--- config.mk ---
export PLATFORM = sky130hd
export DESIGN_NAME = line_raster
export DESIGN_NICKNAME = d
export VERILOG_FILES = /design/src/rtl/line_raster.sv
export SDC_FILE = /design/constraint.sdc
export NUM_CORES = 1
export LEC_CHECK = 0
export CORE_MARGIN = 5
export CORE_UTILIZATION = 30
export DETAILED_ROUTE_END_ITERATION = 10
export RECOVER_POWER = 25
export SLEW_MARGIN = 25
export SYNTH_ARGS = -nofsm -noshare
export SYNTH_HDL_FRONTEND = slang
export SYNTH_SLANG_ARGS = --single-unit
--- constraint.sdc ---
create_clock -name clk -period 5.9 [get_ports clk]
set_input_delay 1.77 -clock clk [delete_from_list [all_inputs] [get_ports clk]]
set_output_delay 1.77 -clock clk [all_outputs]
set_load 0.05 [all_outputs]
--- src/rtl/line_raster.sv ---
// Bresenham line rasterizer with an optional repeating dash mask.
// Streams one pixel per handshake and pulses done once the end point is accepted.
module line_raster #(
    parameter int COORD_W   = 16,
    parameter int PATTERN_W = 8
) (
    input  logic                 clk,
    input  logic                 reset,
    input  logic                 start,
    input  logic [COORD_W-1:0]   x1,
    input  logic [COORD_W-1:0]   y1,
    input  logic [COORD_W-1:0]   x2,
    input  logic [COORD_W-1:0]   y2,
    input  logic [PATTERN_W-1:0] pattern,
    input  logic                 pattern_en,
    input  logic                 pix_ready,
    output logic                 pix_valid,
    output logic [COORD_W-1:0]   pix_x,
    output logic [COORD_W-1:0]   pix_y,
    output logic                 pix_last,
    output logic                 busy,
    output logic                 done
);

    localparam int IDX_W = $clog2(PATTERN_W);
    localparam int E_W   = COORD_W + 2;

    typedef enum logic [1:0] {
        S_IDLE,
        S_SETUP,
        S_RUN,
        S_DONE
    } state_t;

    state_t r_state;
    state_t w_state_next;

    logic [COORD_W-1:0]   r_cur_x;
    logic [COORD_W-1:0]   r_cur_y;
    logic [COORD_W-1:0]   r_x2;
    logic [COORD_W-1:0]   r_y2;
    logic [PATTERN_W-1:0] r_pattern;
    logic                 r_pattern_en;
    logic signed [E_W-1:0] r_dx;
    logic signed [E_W-1:0] r_dy;
    logic signed [E_W-1:0] r_err;
    logic                 r_sx_pos;
    logic                 r_sy_pos;
    logic [IDX_W-1:0]     r_idx;

    logic                 w_x_up;
    logic                 w_y_up;
    logic [COORD_W-1:0]   w_adx;
    logic [COORD_W-1:0]   w_ady;
    logic signed [E_W-1:0] w_dx_init;
    logic signed [E_W-1:0] w_dy_init;
    logic signed [E_W-1:0] w_e2;
    logic                 w_step_x;
    logic                 w_step_y;
    logic signed [E_W-1:0] w_err_next;
    logic                 w_at_end;
    logic                 w_emit;
    logic                 w_advance;

    // Setup terms use the latched start point held in r_cur_x/r_cur_y.
    assign w_x_up    = (r_x2 >= r_cur_x);
    assign w_y_up    = (r_y2 >= r_cur_y);
    assign w_adx     = w_x_up ? (r_x2 - r_cur_x) : (r_cur_x - r_x2);
    assign w_ady     = w_y_up ? (r_y2 - r_cur_y) : (r_cur_y - r_y2);
    assign w_dx_init = {2'b00, w_adx};
    assign w_dy_init = -{2'b00, w_ady};

    assign w_e2       = {r_err[E_W-2:0], 1'b0};
    assign w_step_x   = (w_e2 >= r_dy);
    assign w_step_y   = (w_e2 <= r_dx);
    assign w_err_next = r_err + (w_step_x ? r_dy : '0) + (w_step_y ? r_dx : '0);

    assign w_at_end = (r_cur_x == r_x2) && (r_cur_y == r_y2);
    assign w_emit   = !r_pattern_en || r_pattern[r_idx] || w_at_end;

    always_comb begin
        // NOTE: every output of this block gets a default first so no latch is inferred.
        w_state_next = r_state;
        w_advance    = 1'b0;
        pix_valid    = 1'b0;
        busy         = 1'b1;
        done         = 1'b0;
        case (r_state)
            S_IDLE: begin
                busy = 1'b0;
                if (start) w_state_next = S_SETUP;
            end
            S_SETUP: w_state_next = S_RUN;
            S_RUN: begin
                pix_valid = w_emit;
                if (!w_emit) begin
                    w_advance = 1'b1;
                end else if (pix_ready) begin
                    if (w_at_end) w_state_next = S_DONE;
                    else          w_advance    = 1'b1;
                end
            end
            S_DONE: begin
                done         = 1'b1;
                w_state_next = S_IDLE;
            end
            default: w_state_next = S_IDLE;
        endcase
    end

    // Gated by pix_valid: after reset the zeroed registers make cur equal the end point.
    assign pix_last = pix_valid && w_at_end;
    assign pix_x    = r_cur_x;
    assign pix_y    = r_cur_y;

    // NOTE: sequential state uses non-blocking assignments so all registers update together.
    always_ff @(posedge clk) begin
        if (reset) begin
            r_state      <= S_IDLE;
            r_cur_x      <= '0;
            r_cur_y      <= '0;
            r_x2         <= '0;
            r_y2         <= '0;
            r_pattern    <= '0;
            r_pattern_en <= 1'b0;
            r_dx         <= '0;
            r_dy         <= '0;
            r_err        <= '0;
            r_sx_pos     <= 1'b0;
            r_sy_pos     <= 1'b0;
            r_idx        <= '0;
        end else begin
            r_state <= w_state_next;
            case (r_state)
                S_IDLE: begin
                    if (start) begin
                        r_cur_x      <= x1;
                        r_cur_y      <= y1;
                        r_x2         <= x2;
                        r_y2         <= y2;
                        r_pattern    <= pattern;
                        r_pattern_en <= pattern_en;
                    end
                end
                S_SETUP: begin
                    r_dx     <= w_dx_init;
                    r_dy     <= w_dy_init;
                    r_err    <= w_dx_init + w_dy_init;
                    r_sx_pos <= w_x_up;
                    r_sy_pos <= w_y_up;
                    r_idx    <= '0;
                end
                S_RUN: begin
                    if (w_advance) begin
                        r_err <= w_err_next;
                        if (w_step_x)
                            r_cur_x <= r_sx_pos ? r_cur_x + COORD_W'(1) : r_cur_x - COORD_W'(1);
                        if (w_step_y)
                            r_cur_y <= r_sy_pos ? r_cur_y + COORD_W'(1) : r_cur_y - COORD_W'(1);
                        r_idx <= (r_idx == IDX_W'(PATTERN_W - 1)) ? '0 : r_idx + IDX_W'(1);
                    end
                end
                default: ;
            endcase
        end
    end

endmodule

======== Word level (Yosys, flattened, before mapping) ========
Index checks and enable logic that the tools add are counted.
storage, ports and cells
  register bits ........................... 132
  bits of input ports ..................... 77
  output and inout bits ................... 36
  logic and storage cells ................. 90
operators by class
  add/sub/neg operators ................... 13
  $lt $le $gt $ge ......................... 5
  eq/ne operators ......................... 13
  mux-type cells .......................... 33
  reductions and logical operators ........ 13
operators with widths
  kind                   number
  $mux 16                11
  $pmux 16 s2            2
  $sub 16x16->16         4
  $mux 18                2
  $pmux 18 s2            1
  $add 16x1->16 const B  2
  $eq 16x16->1           2
  $ge 16x16->1           2
  $sub 16x1->16 const B  2
  $add 17x18->18         1
  $add 18x16->18         1
  $add 18x18->18         1
  $ge 18x18->1           1
  $le 18x17->1           1
  $neg 16->18            1
  $ne 2x2->1 const B     7
  $reduce_and 4->1       3
  $mux 1                 8
  $mux 2                 4
  $pmux 2 s4             1
  $mux 3                 2
  $pmux 3 s2             1
  $eq 2x2->1 const B     2
  $lt 3x4->1 const B     1
  10 further kinds       14

======== Longest topological paths before layout ========
Gate-level depths: netlist of the first run.
  depth in word-level cells ............... 8
  depth in mapped cells ................... 28

======== Least setup slack after synthesis of the first run ========
No wires, ideal clock.
  kind .................................... reg-to-reg
  start ................................... reg r_cur_x[12], in the netlist pix_x[12]
  end ..................................... reg r_err[14]
  arrival time ............................ 5.587 ns
  path slack .............................. 0.193 ns
  cell stages (with the launch flop) ...... 25
  clock period less this slack ............ 5.707 ns
  cells stage by stage .................... dfxtp_1 > inv_1 > ha_1 > clkbuf_1 > and3_1 > and4_1 > a31oi_1 > o21ai_0 > o21bai_1 > clkbuf_1 > clkbuf_1 > mux2i_1 > xor2_1 > ha_1 > a21o_1 > a21oi_1 > o21bai_1 > a21oi_1 > nor2_1 > o41ai_1 > nand3_2 > a41oi_4 > o21a_1 > nor4_2 > a211o_1
between the ends
  elaborated cells on any way between the ends .. 15
  classes of those cells .................. 3 x add/sub; 1 x order compare; 2 x eq/ne; 6 x mux; 3 x reduce/logical
RTL lines
  what                    line  text
  from (decl)             38    logic [COORD_W-1:0] r_cur_x;
  from (signal assigned)  157   r_cur_x <= r_sx_pos ? r_cur_x + COORD_W'(1) : r_cur_x - COORD_W'(1);
  $ge 16x16->1            66    assign w_x_up = (r_x2 >= r_cur_x);
  $mux 16                 68    assign w_adx = w_x_up ? (r_x2 - r_cur_x) : (r_cur_x - r_x2);
  via w_adx[2]            53    logic [COORD_W-1:0] w_adx;
  $add 17x18->18          148   r_err <= w_dx_init + w_dy_init;
  $pmux 18 s2             134   case (r_state)
  to (signal assigned)    148
  to (signal assigned)    155   r_err <= w_err_next;
  to (decl)               46    logic signed [E_W-1:0] r_err;
The timed path passes the listed nets, and every way through them passes these cells.
A chain may end at the register's enable or synchronous reset.

======== Final worst setup path of the first run ========
  start ................................... reg r_dy[1]
  end ..................................... reg r_err[16]
between the ends
  cells in the longest elaborated chain, start to end .. 6
RTL lines
  what                    line  text
  from (decl)             45    logic signed [E_W-1:0] r_dy;
  from (signal assigned)  147   r_dy <= w_dy_init;
  $ge 18x18->1            74    assign w_step_x = (w_e2 >= r_dy);
  $mux 18 *               76    assign w_err_next = r_err + (w_step_x ? r_dy : '0) + (w_step_y ? r_dx : '0);
  $add 18x18->18 *        76
  $add 18x16->18 *        76
  $mux 18 *               154   if (w_advance) begin
  $pmux 18 s2 *           134
Mark *: on every way between the ends. The rest lies on a longest branch, timed or not. The select of a mux whose other input is x is not followed.

==> flow_summary.toml, run 1 <==
[setup_path]
slowest_delay_ns = 0.47
cp_max_fo = 5
crit_top_cell = "a21oi_1"
worstSetupStartpointType = "register"
end_kind = "register"
cp_data_required_time_ns = 6.26
critPathKind = "reg -> reg"
critPathSlowestCell = "fa_1"
arrival_ns = 5.91

[clocking]
cts_buffers = 17
clockRootBuffer = "clkbuf_16"
cts_hold_buf = 0
cts_htree_levels = 4
cts_tree = "built"
clockBufferDepth = 2
cts_sinks = 131
clk_pin_slew_ns = 0.06
insertion_delay_ns = 0.44

[final_layout]
area_delta_synth_final_pct = 18.34
num-nets-final = 1938
n_fill_cell = 4278
final_area_sq_um = 14900
antenna-diode-count = 0
drive_above_1_share = 0.05207

[synthesis]
yosys_most_used_dff = "dfxtp_1"
syn-num-nets = 1856
synth_common_cells = "159 x ha_1, 149 x nand2_1, 142 x a21oi_1, 140 x nor2_1, 134 x inv_1"
ys_seq_area_frac = 0.2083
synth.most_common_cell = "ha_1"
synth-seq-cells = 131
syn-mean-instance-area_sq_um = 7.888
synthTopCellsByArea = "dfxtp_1 21%, ha_1 16%, a21oi_1 5.6%"
synth_top_area_frac = 0.2083
synthArstFlopShare = 0
synthesis.area_sq_um = 12590
yosys.area.top_type = "dfxtp_1"
syn_inst = 1596
ys_warn_count = 0
synth-edff-count = 0
synth_cell_types = 86

[timing]
drv_slew = 43
tightest_slew_ns = 2.401
rsz0062_at_grt = "no"
finalSetupTns_ns = 0
fmax_ghz = 0.1803
hold_viol = 0
fin_worst_skew_ns = 0.009086
finalSetupViolCount = 0
period_share = 0.9400
slew_headroom = -0.6005
period_needed_ns = 5.546

[run_status]
outcome = "finished with violations"
failed_checks = "max-capacitance violations, max-slew violations"

[place]
dp_hpwl_um = 27070
place_congestion = 0.9055
port_buffers = 112
placed_area_sq_um = 14300

[floorplan]
start_util = 0.3015
std_cell_rows = 75
die_w_um = 214.9
ioPinCount = 113
die-height_um = 214.9
die-area_sq_um = 46160
core_sq_um = 41760

[drt]
routed_wirelength_um = 34760
viasPerCell = 5.125
avgRoutedWirePerCell_um = 15.59
ant_nets = 0
vias = 11424
drc = 0
first_iter_violations = 589
first_pass_iters = 5

[run]
max_cap_violations = 1

[global_route]
grt_antenna_before_repair = 0
grt_use_total = 0.1470
grt_pass1_wl_um = 57040
grt_start_max_net_pins = 78
grt_pass1_vias = 11366
grt_overflow = 0

[hold_path]
min_path_type = "reg -> reg"
==> kinds of logic after synthesis <==
kind of cell,after synthesis,share of synthesized area
simple gates,498,0.1921
compound gates,429,0.2274
buf+inv,206,0.06211
fa+ha+maj,183,0.1962
flops,131,0.2083
xor+xnor,84,0.05953
mux,65,0.05436
==> stage by stage <==
step	util	hold slack (ns)	setup WS, ns	cells
after floorplan	-	0.4331	0.1932	1596
after global placement	0.3423	0.4415	0.3990	2198
after detailed placement	0.3423	0.4497	0.3077	2198
after CTS	0.3566	0.4585	0.2773	2229
after global routing	0.3568	0.4743	0.008019	2229
final	0.3568	0.4580	0.3540	2229
==> critical path: cells and delay by family, from the launching register on <==
kind                       cells  cell delay (ns)
AOI/OAI and AO/OA             16             2.90
xor gates and xnor gates       1             0.40
adders and majority gates      3             1.06
buffers and inverters          2             0.25
DFF                            1             0.36
and+or+nand+nor                3             0.51
==> cell type report <==
class                   instances  area (sq um)  share of cell area
clock buffers                  20         466.7             0.03133
flip-flops and latches        131          2623              0.1760
repair buffers                134          1296             0.08701
well taps                     539         674.4             0.04527
inverters                     135         506.7             0.03401
multi-input cells            1259          9204              0.6178
clock inverters                11         127.6            0.008566
==> placed cells by master (no fill, tap or decap), drive strengths merged, types with 29 or more instances in the layout <==
cell type      Yosys  final
a211oi            43     43
a21o              43     43
a21oi            143    143
and2              47     47
clkdlybuf4s50      0    110
dfxtp            131    131
ha               159    159
inv              135    136
mux2i             56     56
nand2            149    149
nor2             140    140
nor3              29     29
o21ai             54     54
xnor2             53     53
xor2              30     30
==> metal layers <==
metal | vias up | share of wire | GRT usage
met3 | 46 | 0.028 | 0.01829
li1 | 5795 | - | -
met4 | 0 | 0.022 | 0.05089
met2 | 210 | 0.48 | 0.2560
met1 | 5373 | 0.47 | 0.1880
met5 | - | 0 | 0
==> sequential cells by signal (all words and copies together) (netlist names), 2 cells and up <==
| name | count |
|---|---|
| pix_x | 16 |
| pix_y | 16 |
| r_dx | 16 |
| r_dy | 18 |
| r_err | 17 |
| r_idx | 3 |
| r_pattern | 8 |
| r_state | 2 |
| r_x2 | 16 |
| r_y2 | 16 |
==> final timing paths <==
check | startpoint | end | slack [ns] | cells past startpoint
setup / recovery | r_dy[1]$_SDFFE_PP0N_ | r_err[16]$_SDFFE_PP0P_ | 0.35 | 25
hold reg to reg | r_pattern[5]$_SDFFE_PP0P_ | r_pattern[5]$_SDFFE_PP0P_ | 0.46 | 2
hold / removal | r_pattern[5]$_SDFFE_PP0P_ | r_pattern[5]$_SDFFE_PP0P_ | 0.46 | 2
setup reg to reg | r_dy[1]$_SDFFE_PP0N_ | r_err[16]$_SDFFE_PP0P_ | 0.35 | 25
==> what timing repair did <==
action | in CTS | in global routing
resized for setup | 0 | 2
endpoints found under the setup margin | 0 | 3
buffers inserted | 0 | 0
Power of run 1 is not shown: default switching activity piles up to over one toggle a cycle in this logic, so the estimate is an artifact.
==> inputs of run 2 (changes only) <==
- SKIP_CTS_REPAIR_TIMING: not set -> 1
==> results of run 2 <==
The final DEF is identical to that of run 1; final timing and power are the same.
Power of run 2 is left out for the same reason.
==> inputs of run 3 (changes only) <==
- CORE_UTILIZATION: 30 -> 35
==> run 3 against run 2 <==
  * The run still ends with max-capacitance violations, max-slew violations left
  * Via count barely moved
  * Sequential share of layout area about the same
  * Clock-buffer cell count stayed put
  * Utilization rose by 6.1 points
==> flow_summary.toml, run 3 (same netlist as run 1, synthesis figures left out) <==
[global_route]
grt_pass1_vias = 11193
grt_use_total = 0.1748
grt_start_max_net_pins = 91
grt_pass1_wl_um = 56930
grt_overflow = 0
grt.busiest_layer = "met2"
use_met1 = 0.2368
grt_antenna_before_repair = 0
use_met2 = 0.2895
grt_util_met3 = 0.02293

[clocking]
clk_pin_slew_ns = 0.06
cts_htree_levels = 4
insertion_delay_ns = 0.44
cts_buffers = 17
cts_tree = "built"
clockBufferDepth = 2
cts_sinks = 131
clockRootBuffer = "clkbuf_16"

[setup_path]
worstSetupStartpointType = "register"
cp_max_fo = 5
reg2reg_slack_ns = 0.38
critPathSlowestCell = "fa_1"
crit_path_end = "r_err[16]$_SDFFE_PP0P_"
rr_startpoint = "r_dy[1]$_SDFFE_PP0N_"
arrival_ns = 5.88
reg2reg_to = "r_err[16]$_SDFFE_PP0P_"
critPathKind = "reg -> reg"
cp_data_required_time_ns = 6.26
end_kind = "register"
reg2regPathDepth = 25
startpoint = "r_dy[1]$_SDFFE_PP0N_"
crit_top_cell = "a21oi_1"
slowest_delay_ns = 0.48

[final_layout]
drive_above_1_share = 0.05257
final_core_util = 0.4179
final_cells = 2154
top_register = "r_dy"
layout_commonest_cell = "ha_1"
area_delta_synth_final_pct = 18.06
num-nets-final = 1940
antenna-diode-count = 0
n_fill_cell = 3601
largest_register_ffs = 18
final_cell_mix = "157 x ha_1, 149 x nand2_1, 142 x a21oi_1, 140 x nor2_1, 134 x inv_1"
top_regs = "r_dy x18, r_err x17"

[timing]
slew_headroom = -0.6013
drv_slew = 43
period_share = 0.9359
fmax_ghz = 0.1811
rsz0062_at_grt = "no"
finalSetupTns_ns = 0
finalSetupViolCount = 0
hold_viol = 0
period_needed_ns = 5.522
tightest_slew_ns = 2.402
fin_worst_skew_ns = 0.01094

[drt]
viasPerCell = 5.300
vias = 11417
avgRoutedWirePerCell_um = 16.19
drc = 0
ant_nets = 0
routed_wirelength_um = 34870
first_iter_violations = 459
first_pass_iters = 5

[place]
place_inst = 2122
dp_hpwl_um = 26770
port_buffers = 112
place_congestion = 0.8966

[floorplan]
start_util = 0.3539
die_w_um = 199.7
core_sq_um = 35570
std_cell_rows = 69
die-area_sq_um = 39860
ioPinCount = 113
die-height_um = 199.7

[run_status]
failed_checks = "max-capacitance violations, max-slew violations"
outcome = "finished with violations"

[run]
max_cap_violations = 1

[hold_path]
min_path_type = "reg -> reg"
==> run 3: cell type report <==
type                    instances  area (sq um)  area share
clock inverters                12         202.7     0.01364
repair buffers                136          1303     0.08763
multi-input cells            1259          9195      0.6187
clock buffers                  20         456.7     0.03073
flip-flops and latches        131          2623      0.1764
inverters                     135         506.7     0.03409
well taps                     461         576.8     0.03881
==> run 3: worst min-delay path by stage <==
stage                               from                   endpoint  slack [ns]  depth (start not counted)
6_report       r_pattern[2]$_SDFFE_PP0P_  r_pattern[2]$_SDFFE_PP0P_        0.46                          2
5_1_grt        r_pattern[2]$_SDFFE_PP0P_  r_pattern[2]$_SDFFE_PP0P_        0.48                          2
4_1_cts        r_pattern[2]$_SDFFE_PP0P_  r_pattern[2]$_SDFFE_PP0P_        0.46                          2
3_5_place_dp   r_pattern[2]$_SDFFE_PP0P_  r_pattern[2]$_SDFFE_PP0P_        0.45                          2
3_3_place_gp   r_pattern[4]$_SDFFE_PP0P_  r_pattern[4]$_SDFFE_PP0P_        0.44                          2
2_1_floorplan  r_pattern[2]$_SDFFE_PP0P_  r_pattern[2]$_SDFFE_PP0P_        0.43                          2
==> run 3: through the flow <==
step                      area (sq um)  worst slack (ns)  hold slack (ns)
after global routing             14860           0.01558           0.4805
after CTS                        14860            0.3078           0.4570
after global placement           14200            0.4126           0.4415
after detailed placement         14200            0.3439           0.4488
final                            14860            0.3779           0.4588
after floorplan                  12590            0.1932           0.4331
==> run 3: critical path, delay by kind of cell (launching register included) <==
kind                     cells  cell delay (ns)
AO/OA/AOI/OAI               16             2.88
XOR/XNOR                     1             0.41
adder cells (fa/ha/maj)      3             1.06
buffers and inverters        2             0.24
flip-flops                   1             0.35
AND/OR/NAND/NOR              3             0.50
==> run 3: metal layers <==
layer	vias up	share of wire
li1	5793	-
met1	5373	0.48
met2	205	0.47
met3	46	0.032
met4	0	0.022
met5	-	0
Power of run 3 is left out for the same reason.
